--- src/rtl/de10_input.sv ---
// Debounced DE10 switch/key reader exposed as an IOT register block, with
// sticky press/release/change flags and a maskable interrupt request.
module de10_input #(
  parameter int DEBOUNCE_CYCLES = 500000,
  parameter int CNT_W           = 20
) (
  input  logic        clk,
  input  logic        rst,
  input  logic [9:0]  sw_in,
  input  logic [1:0]  key_in,
  input  logic        sel,
  input  logic [2:0]  addr,
  input  logic        we,
  input  logic [11:0] wdata,
  output logic [11:0] rdata,
  output logic        irq
);

  localparam logic [CNT_W-1:0] CNT_LAST = CNT_W'(DEBOUNCE_CYCLES - 1);

  localparam logic [2:0] A_SW    = 3'd0;
  localparam logic [2:0] A_KEY   = 3'd1;
  localparam logic [2:0] A_SWCHG = 3'd2;
  localparam logic [2:0] A_IEN   = 3'd3;
  localparam logic [2:0] A_CLR   = 3'd7;

  logic [9:0]       sw_s1_q, sw_s2_q;
  logic [1:0]       key_s1_q, key_s2_q;
  logic [CNT_W-1:0] cnt_q, cnt_d;
  logic             tick;

  // Bit layout of histories and debounced state: [11:10] keys (1 = pressed), [9:0] switches.
  logic [11:0] hist0_q, hist1_q, hist2_q;
  logic [11:0] hist0_d, hist1_d, hist2_d;
  logic [11:0] db_q, db_d;
  logic [11:0] in_sync;
  logic [11:0] all1, all0;

  logic [1:0] kpress_q, kpress_d, krel_q, krel_d;
  logic       swchg_q, swchg_d;
  logic [2:0] ien_q, ien_d;
  logic       irq_q, irq_d;

  logic       rd_en, wr_en;
  logic [1:0] kp_set, kr_set, kp_clr, kr_clr;
  logic       sc_set, sc_clr;
  logic       unused_wdata;

  assign unused_wdata = ^wdata[11:5];

  // Sync stage: two flops per raw input; keys idle high (released) out of reset.
  always_ff @(posedge clk) begin
    if (rst) begin
      sw_s1_q  <= 10'd0;
      sw_s2_q  <= 10'd0;
      key_s1_q <= 2'b11;
      key_s2_q <= 2'b11;
    end else begin
      sw_s1_q  <= sw_in;
      sw_s2_q  <= sw_s1_q;
      key_s1_q <= key_in;
      key_s2_q <= key_s1_q;
    end
  end

  assign in_sync = {~key_s2_q, sw_s2_q};

  assign tick  = (cnt_q == CNT_LAST);
  assign cnt_d = tick ? '0 : cnt_q + 1'b1;

  // Debounce: compare against the history as it will be after this tick's shift,
  // so the debounced state moves on the same edge the third agreeing sample lands.
  always_comb begin
    hist0_d = hist0_q;
    hist1_d = hist1_q;
    hist2_d = hist2_q;
    db_d    = db_q;
    all1    = '0;
    all0    = '0;
    if (tick) begin
      hist0_d = in_sync;
      hist1_d = hist0_q;
      hist2_d = hist1_q;
      all1    = hist0_d & hist1_d & hist2_d;
      all0    = ~(hist0_d | hist1_d | hist2_d);
      db_d    = (db_q | all1) & ~all0;
    end
  end

  assign kp_set = db_d[11:10] & ~db_q[11:10];
  assign kr_set = ~db_d[11:10] & db_q[11:10];
  assign sc_set = |(db_d[9:0] ^ db_q[9:0]);

  assign rd_en = sel & ~we;
  assign wr_en = sel & we;

  assign kp_clr = {2{rd_en && (addr == A_KEY)}} | ({2{wr_en && (addr == A_CLR)}} & wdata[1:0]);
  assign kr_clr = {2{rd_en && (addr == A_KEY)}} | ({2{wr_en && (addr == A_CLR)}} & wdata[3:2]);
  assign sc_clr = (rd_en && (addr == A_SWCHG)) || (wr_en && (addr == A_CLR) && wdata[4]);

  // A set event on the same edge as a clear wins.
  always_comb begin
    kpress_d = (kpress_q & ~kp_clr) | kp_set;
    krel_d   = (krel_q & ~kr_clr) | kr_set;
    swchg_d  = (swchg_q & ~sc_clr) | sc_set;
    ien_d    = ien_q;
    if (wr_en && (addr == A_IEN)) begin
      ien_d = wdata[2:0];
    end
    irq_d = (|(kpress_q & {2{ien_q[0]}})) | (|(krel_q & {2{ien_q[1]}})) | (swchg_q & ien_q[2]);
  end

  always_ff @(posedge clk) begin
    if (rst) begin
      cnt_q    <= '0;
      hist0_q  <= '0;
      hist1_q  <= '0;
      hist2_q  <= '0;
      db_q     <= '0;
      kpress_q <= '0;
      krel_q   <= '0;
      swchg_q  <= 1'b0;
      ien_q    <= '0;
      irq_q    <= 1'b0;
    end else begin
      cnt_q    <= cnt_d;
      hist0_q  <= hist0_d;
      hist1_q  <= hist1_d;
      hist2_q  <= hist2_d;
      db_q     <= db_d;
      kpress_q <= kpress_d;
      krel_q   <= krel_d;
      swchg_q  <= swchg_d;
      ien_q    <= ien_d;
      irq_q    <= irq_d;
    end
  end

  always_comb begin
    rdata = 12'd0;
    if (rd_en) begin
      case (addr)
        A_SW:    rdata = {2'b00, db_q[9:0]};
        A_KEY:   rdata = {6'd0, krel_q, kpress_q, db_q[11:10]};
        A_SWCHG: rdata = {11'd0, swchg_q};
        A_IEN:   rdata = {9'd0, ien_q};
        default: rdata = 12'd0;
      endcase
    end
  end

  assign irq = irq_q;

endmodule
--- config.mk ---
export PLATFORM = sky130hd
export DESIGN_NAME = de10_input
export DESIGN_NICKNAME = d
export VERILOG_FILES = /design/src/rtl/de10_input.sv
export SDC_FILE = /design/constraint.sdc
export NUM_CORES = 1
export LEC_CHECK = 0
export ABC_AREA = 1
export CORE_MARGIN = 3
export CORE_UTILIZATION = 30
export CTS_BUF_LIST = sky130_fd_sc_hd__clkbuf_4 sky130_fd_sc_hd__clkbuf_8 sky130_fd_sc_hd__clkbuf_16
export DETAILED_ROUTE_END_ITERATION = 10
export HOLD_SLACK_MARGIN = 0.05
export PLACE_DENSITY = 0.46
export SLEW_MARGIN = 20
export SYNTH_ARGS = -nofsm -noshare
export SYNTH_HDL_FRONTEND = slang
export SYNTH_SLANG_ARGS = --single-unit
--- constraint.sdc ---
create_clock -name clk -period 1.9 [get_ports clk]
set_input_delay 0.38 -clock clk [delete_from_list [all_inputs] [get_ports clk]]
set_output_delay 0.38 -clock clk [all_outputs]
set_load 0.01 [all_outputs]
==> impl_metrics.toml, run 1 <==
[run_status]
outcome = "finished clean"

[sta]
clock.fmax_mhz = 542
setup_violations = 0
fin_crit_ns = 1.85
timing.final.crit_share = 0.971
whs_ns = 0.394
drv_slew = 0
hold_viol = 0
layout_setup_ws_ns = 0.0547
fin_worst_skew_ns = 0.00582

[place]
pre_cts_ws_ns = -0.587
place_congestion = 0.787
placed_cell_area_um2 = 4660
portBuffers = 34
place_hpwl_um = 6990
dp.cells = 765

[finish]
antenna_cells = 0
drive_gt1_frac = 0.153
area_growth_pct = 26.3
final_area_um2 = 5050
layout.nets = 642
fin_cells = 787

[synth]
synth_seq_area_share = 0.446
postSynthCellCount = 554
ys.flop_type = "dfxtp_1"
synth_top_family_by_area = "simple AND/OR/NAND/NOR gates"
avgSynthCellArea_um2 = 7.22
ys_seq_elements = 89
synth_edf_count = 0
synth_compound_area_frac = 0.126
yosys.area_share.simple = 0.305
synth-xor-area-share = 0.0175
async_flop_share = 0
synthAdderAreaFrac = 0.00313
syn_area_um2 = 4000
synth_cell_types = 41
yosysWarnings = 0
synthMuxAreaShare = 0

[global_routing]
grt_pass1_wl_um = 16300
grt_remaining_overflow = 0
grt_pass1_vias = 3429
grt_usage = 0.139
grt_max_degree = 34
grt_antenna_before_repair = 0

[detailed_routing]
first_pass_iters = 6
drtAntennaViolNets = 0
vias_per_cell = 4.52
routed_wirelength_um = 9810
num_vias = 3557
drc = 0
dr.first_iter.drc_count = 169
wl_per_cell_um = 12.5

[setup_path]
worstSetupPathType = "input pin to output pin"
worst-path-buf-inv = 3
critPathLaunch = "we"
crit_slowest_cell = "clkdlybuf4s50_1"
end_kind = "output pin"
cp_top_family = "buffers and inverters"
r2r_start = "cnt_q[0]"
worst-path-max-fanout = 8
critPathRequiredTime_ns = 1.52
startpoint_type = "input pin"
crit_chain = "clkdlybuf4s50_1 > nor2_4 > inv_4 > a21oi_1 > clkdlybuf4s15_1"
critPathMaxStageDelay_ns = 0.46
cp_data_arrival_time_ns = 1.47

[pwr]
pwr-share-seq = 0.496
p_sw_frac = 0.222
peakVddDrop_v = 0.000630
p_per_area_nw_per_um2 = 763
pwr-share-clk = 0.456
power.switching_mw = 0.856
p_leak_nw = 2.15
pwr-share-comb = 0.048
p_int_mw = 3.00

[floorplan]
fp.coreArea_um2 = 12800
die_h_um = 121
start_util = 0.312
die_x_um = 121
die_area_um2 = 14700
num_io_pins = 44
num_rows = 41

[clock_tree]
cts_tree = "yes"
cts_buffers = 9
htreeDepth = 3
root_buffer = "clkbuf_16"
clkLatencyLatePin_ns = 0.34
cts.clk_slew.worst_paths_ns = 0.06
max-clock-path-buffers = 2
cts.sinks = 89

[worst_hold_path]
min_from = "rst"
hp-class = "input pin to flop"

[flow_run]
cap_viol_max_count = 0
==> synth_stat cells, types with 5 or more instances <==
master / count / area, um2
buf_2: 5 / 25.0
or2_2: 6 / 37.5
dfxtp_1: 89 / 1780
xor2_1: 7 / 61.3
nor2_1: 88 / 330
o21ai_0: 27 / 135
a21oi_1: 30 / 150
nand2_1: 87 / 327
nor3_1: 8 / 40.0
inv_1: 83 / 312
nand3_1: 43 / 215
a211oi_1: 12 / 90.1
clkbuf_1: 9 / 33.8
nand4_1: 13 / 81.3
o31ai_1: 6 / 45.0
==> area by class of cell <==
cell class                      instances  area (um2)
Clock inverter                          3        23.8
Timing Repair Buffer                   62         569
Sequential cell                        89        1780
Inverter                               84         318
Tap cell                              172         215
Multi-Input combinational cell        364        1870
Clock buffer                           13         274
Fill cell                            1349        7770
==> layer usage <==
metal / track usage / routed length [um] / up-vias
li1: - / - / 1896
met1: 0.174 / 4750 / 1602
met2: 0.231 / 4570 / 50
met3: 0.0466 / 392 / 9
met4: 0.0364 / 100 / 0
met5: 0 / 0 / -
==> flip-flops by register name, summed over array words and instances, names as in the netlist, 2 cells and up <==
register / cells
sw_s2_q: 10
key_s2_q: 2
db_q: 12
cnt_q: 20
kpress_q: 2
krel_q: 2
key_s1_q: 2
sw_s1_q: 10
hist0_q: 12
hist1_q: 12
ien_q: 3
==> cell families after synthesis <==
kind of cell,count (synthesis)
buffers and inverters,102
and+or+nand+nor,267
other,1
AOI/OAI and AO/OA,86
xor gates and xnor gates,8
adders and majority gates,1
DFF,89
==> final timing paths <==
path	endpoint	slack, ns	cells after the start
max reg2reg	cnt_q[18]	0.19	9
min reg2reg	sw_s2_q[2]	0.40	2
min	sw_s1_q[2]	0.39	2
max	rdata[5]	0.05	5
==> cells in the final DEF (no fill, tap or decap), types with 2 or more instances in the layout <==
cell	Yosys	layout
a211oi_1	12	12
a21oi_1	30	30
buf_12	0	3
buf_2	5	6
buf_4	3	23
buf_6	1	2
clkbuf_16	0	10
clkbuf_2	0	3
clkbuf_8	0	3
clkdlybuf4s15_2	0	2
clkdlybuf4s50_1	0	19
clkinvlp_4	0	2
conb_1	1	2
dfxtp_1	89	89
inv_1	83	78
inv_2	0	4
nand2_1	87	84
nand2_2	3	4
nand2_4	0	2
nand3_1	43	43
nand3_2	2	2
nand4_1	13	13
nor2_1	88	84
nor2_2	3	5
nor2_4	3	5
nor3_1	8	8
nor3_2	3	3
nor3b_1	3	3
o21a_1	2	2
o21ai_0	27	27
o21bai_1	2	2
o31ai_1	6	6
or2_2	6	6
xor2_1	7	7
==> power groups by stage <==
stage | combinational, mW | clock, mW | sequential, mW
final | 0.186 | 1.76 | 1.91
after global placement | 0.175 | 0 | 1.95
after global routing | 0.209 | 1.89 | 1.91
after CTS | 0.185 | 1.81 | 1.91
after floorplan | 0.0832 | 0 | 1.95
after detailed placement | 0.176 | 0 | 1.95
==> what timing repair did <==
action                                  in CTS  in global routing
pin swaps                                    3                  6
setup buffers                                3                  2
gates resized for setup                     47                 18
endpoints found under the setup margin      10                 28
cloned                                       0                  1
hold buffers                                 0                  0
endpoints found under the hold margin        0                  0
==> per-stage QoR <==
stage	power, mW	utilization	setup TNS [ns]
after global placement	2.13	0.364	-5.79
after detailed placement	2.13	0.364	-5.96
after floorplan	2.03	-	0
final	3.85	0.394	0
after CTS	3.91	0.389	0
after global routing	4.01	0.394	-0.000904
(Power assumes the default switching activity.)
==> inputs of run 2 (changes only) <==
Settings changed: CORE_UTILIZATION 30 to 44, PLACE_DENSITY 0.46 to 0.63.
==> impl_metrics.toml, run 2 (synthesis results as in run 1) <==
[pwr]
peakVddDrop_v = 0.000367
p_leak_nw = 2.08
p_per_area_nw_per_um2 = 695

[setup_path]
cp_data_arrival_time_ns = 1.44
r2r_end = "krel_q[0]"
crit_chain = "clkdlybuf4s50_1 > inv_1 > nor2_4 > inv_4 > nor3_1 > buf_2"
cp_top_family = "buffers and inverters"
worst-path-buf-inv = 4
critPathMaxStageDelay_ns = 0.48
end_kind = "output pin"
r2r_setup_slack_ns = 0.15
startpoint_type = "input pin"
reg2reg_depth = 10
worst-path-max-fanout = 8
crit_slowest_cell = "clkdlybuf4s50_1"
r2r_start = "cnt_q[0]"
critPathRequiredTime_ns = 1.52
worstSetupPathType = "input pin to output pin"

[finish]
area_growth_pct = 21.6
layout_common_cells = "87 x dfxtp_1, 85 x nor2_1, 83 x nand2_1"
drive_gt1_frac = 0.151
fin_cells = 719
final_common_cell = "dfxtp_1"
layout.nets = 638
n_fill_cell = 849
largest-register = "cnt_q"
largest_register_ffs = 20
antenna_cells = 0

[sta]
clock.fmax_mhz = 548
setup_violations = 0
fin_tns_setup_ns = 0
drv_slew = 0
hold_viol = 0
timing.final.crit_share = 0.960
fin_crit_ns = 1.82
fin_worst_skew_ns = 0.0145

[floorplan]
num_io_pins = 44
die_area_um2 = 10300
fp.coreArea_um2 = 8760
die_h_um = 101
start_util = 0.456
num_rows = 34
die_x_um = 101

[clock_tree]
cts.sinks = 89
cts.clk_slew.worst_paths_ns = 0.09
max-clock-path-buffers = 2
root_buffer = "clkbuf_8"
cts_tree = "yes"
cts_buffers = 9
cts_hold_buf = 0
clkLatencyLatePin_ns = 0.36
htreeDepth = 3

[worst_hold_path]
min_from = "sw_s1_q[6]"
hp-class = "flop to flop"
holdPathStages = 2
min_to = "sw_s2_q[6]"

[detailed_routing]
num_vias = 3582
routed_wirelength_um = 9000
drtAntennaViolNets = 0
dr.first_iter.drc_count = 137
wl_per_cell_um = 12.5
vias_per_cell = 4.98
drc = 0
first_pass_iters = 4

[place]
place_hpwl_um = 6360
portBuffers = 34
dp.cells = 700
place_congestion = 0.845

[global_routing]
grt_antenna_before_repair = 0
grt_max_degree = 47
grt_pass1_wl_um = 15000
grt_usage = 0.183
grt_remaining_overflow = 0
grt_pass1_vias = 3368

[flow_run]
cap_viol_max_count = 0

[run_status]
outcome = "finished clean"
[run 2: metal layers]
metal	vias up	track usage	wire (um)
met3	10	0.0344	391
met4	0	0.0757	127
li1	1893	-	-
met2	70	0.308	4390
met1	1609	0.229	4090
met5	-	0	0
[run 2: worst max path at each step]
stage / from / to / slack, ns / cells past startpoint
5_1_grt: sel / rdata[8] / -0.009 / 6
2_1_floorplan: cnt_q[0] / cnt_q[12] / 0.29 / 10
3_5_place_dp: addr[1] / rdata[2] / -0.56 / 9
3_3_place_gp: addr[1] / rdata[2] / -0.55 / 9
4_1_cts: sel / rdata[3] / 0.005 / 6
6_report: sel / rdata[8] / 0.08 / 6
[run 2: per-stage QoR]
step	instance area, um2	power, mW	setup slack [ns]	utilization	hold slack [ns]
final	4860	3.38	0.0767	0.555	0.397
after floorplan	4000	2.03	0.293	-	0.388
after global routing	4860	3.53	-0.00863	0.555	0.412
after global placement	4580	2.12	-0.550	0.523	0.390
after CTS	4790	3.41	0.00452	0.546	0.404
after detailed placement	4580	2.13	-0.562	0.523	0.392
[run 2: what timing repair did]
action                     in CTS  in global routing
setup endpoints to repair      10                 22
gates cloned                    0                  2
gates resized for setup        46                 24
buffers inserted                0                  1
pin swaps                       3                  3
[run 2: worst reg2reg max path, cell delays in order, from the launching register on]
cell	delay, ns
dfxtp_4	0.38
ha_4	0.15
nand2_4	0.06
nor2_4	0.13
buf_4	0.12
inv_1	0.04
nor2_1	0.10
nand2_1	0.14
nor4_1	0.33
nand2_1	0.11
a21oi_1	0.13
[run 2: area by class of cell]
type | count | area [um2] | share of cell area
Tap cell | 108 | 135 | 0.0278
Multi-Input combinational cell | 364 | 1890 | 0.388
Timing Repair Buffer | 58 | 539 | 0.111
Clock buffer | 11 | 139 | 0.0286
Inverter | 84 | 318 | 0.0654
Clock inverter | 5 | 56.3 | 0.0116
Sequential cell | 89 | 1790 | 0.367
[run 2: power breakdown]
part           switching (mW)  internal (mW)
Combinational          0.0915         0.0898
Clock                   0.650          0.635
Sequential             0.0177           1.89
Total                   0.759           2.62
==> inputs of run 3 (changes only) <==
Settings changed: MAX_ROUTING_LAYER set to met4.
==> impl_metrics.toml, run 3 (synthesis results as in run 1) <==
[run_status]
outcome = "finished clean"

[pwr]
peakVddDrop_v = 0.000367
p_leak_nw = 2.08
p_per_area_nw_per_um2 = 695
finalPower_mw = 3.38

[detailed_routing]
num_vias = 3591
dr.first_iter.drc_count = 160
drc = 0
wl_per_cell_um = 12.5
vias_per_cell = 4.99
drtAntennaViolNets = 0
first_pass_iters = 4
routed_wirelength_um = 9020

[clock_tree]
cts_tree = "yes"
htreeDepth = 3
cts_buffers = 9
cts.sinks = 89
root_buffer = "clkbuf_8"
cts.clk_slew.worst_paths_ns = 0.09
clkLatencyLatePin_ns = 0.36
cts_hold_buf = 0
max-clock-path-buffers = 2

[finish]
layout_common_cells = "87 x dfxtp_1, 85 x nor2_1, 83 x nand2_1"
area_growth_pct = 21.6
final_area_um2 = 4860
drive_gt1_frac = 0.151
seqCellArea_um2 = 1790
multi_input_area_um2 = 1890
layout.nets = 638
antenna_cells = 0
n_fill_cell = 849
largest_register_ffs = 20
final_common_cell = "dfxtp_1"
fin_cells = 719
largest-register = "cnt_q"

[global_routing]
grt_usage = 0.189
grt_max_degree = 47
grt_remaining_overflow = 0
grt_antenna_before_repair = 0
grt_pass1_vias = 3369
grt_pass1_wl_um = 15000

[sta]
hold_viol = 0
fin_crit_ns = 1.83
whs_ns = 0.398
layout_setup_ws_ns = 0.0727
drv_slew = 0
setup_violations = 0
fin_worst_skew_ns = 0.0163
clock.fmax_mhz = 547
timing.final.crit_share = 0.962

[worst_hold_path]
min_from = "sw_s1_q[6]"
min_to = "sw_s2_q[6]"
hp-class = "flop to flop"
holdPathStages = 2

[place]
portBuffers = 34
place_hpwl_um = 6360
place_congestion = 0.858
dp.cells = 700
pre_cts_ws_ns = -0.562
placed_cell_area_um2 = 4580

[setup_path]
critPathMaxStageDelay_ns = 0.48
cp_top_family = "buffers and inverters"
reg2reg_depth = 10
crit_slowest_cell = "clkdlybuf4s50_1"
cp_data_arrival_time_ns = 1.45
r2r_setup_slack_ns = 0.14
cp.depth = 6
worstSetupPathType = "input pin to output pin"
r2r_end = "krel_q[0]"
r2r_start = "cnt_q[0]"
worst-path-buf-inv = 4
end_kind = "output pin"
critPathRequiredTime_ns = 1.52
startpoint_type = "input pin"
worst-path-max-fanout = 8
crit_chain = "clkdlybuf4s50_1 > inv_1 > nor2_4 > inv_4 > nor3_1 > buf_2"

[floorplan]
fp.coreArea_um2 = 8760
die_x_um = 101
num_io_pins = 44
die_h_um = 101
num_rows = 34
start_util = 0.456
die_area_um2 = 10300

[flow_run]
cap_viol_max_count = 0
## run 3: cell counts in the layout (fill, tap and decap cells not counted)
Identical to the previous run, type by type.
## run 3: layer usage
metal,global-route usage,vias to the layer above,share of wire
met1,0.230,1619,0.46
met2,0.307,70,0.49
met3,0.0365,12,0.042
li1,-,1890,-
met5,-,-,0
met4,0.0757,0,0.015
## run 3: what timing repair did
action / 4_1_cts / 5_1_grt
setup endpoints to repair: 10 / 22
gates cloned: 0 / 2
resized for setup: 46 / 24
pin swaps: 3 / 3
buffers inserted: 0 / 1
## run 3: metrics by stage
| stage | TNS, ns | util |
|---|---|---|
| 6_report | 0 | 0.555 |
| 5_1_grt | -0.0144 | 0.555 |
| 4_1_cts | 0 | 0.546 |
| 3_5_place_dp | -5.63 | 0.523 |
| 3_3_place_gp | -5.64 | 0.523 |
| 2_1_floorplan | 0 | - |
## run 3: how the worst max path moves through the flow
stage                            to     start
after detailed placement   rdata[2]   addr[1]
after global placement     rdata[2]   addr[1]
final                      rdata[8]       sel
after global routing       rdata[8]       sel
after CTS                  rdata[3]       sel
after floorplan           cnt_q[12]  cnt_q[0]
## run 3: layout make-up
class                      count  area share
multi-input combinational    364       0.388
clock buffer                  11      0.0286
tap                          108      0.0278
timing repair buffer          58       0.111
clock inverter                 5      0.0116
inverter                      84      0.0654
sequential                    89       0.367
## run 3: report_power, final
group	leakage (nW)	total [mW]	switching [mW]	internal, mW
Sequential	0.724	1.91	0.0178	1.89
Combinational	1.26	0.182	0.0918	0.0898
Clock	0.100	1.28	0.649	0.635
Total	2.08	3.38	0.758	2.62
## run 3: tightest hold or removal path: stages, from the launching register on
cell,delay [ns]
dfxtp_1,0.30
inv_1,0.04
nor2_1,0.03
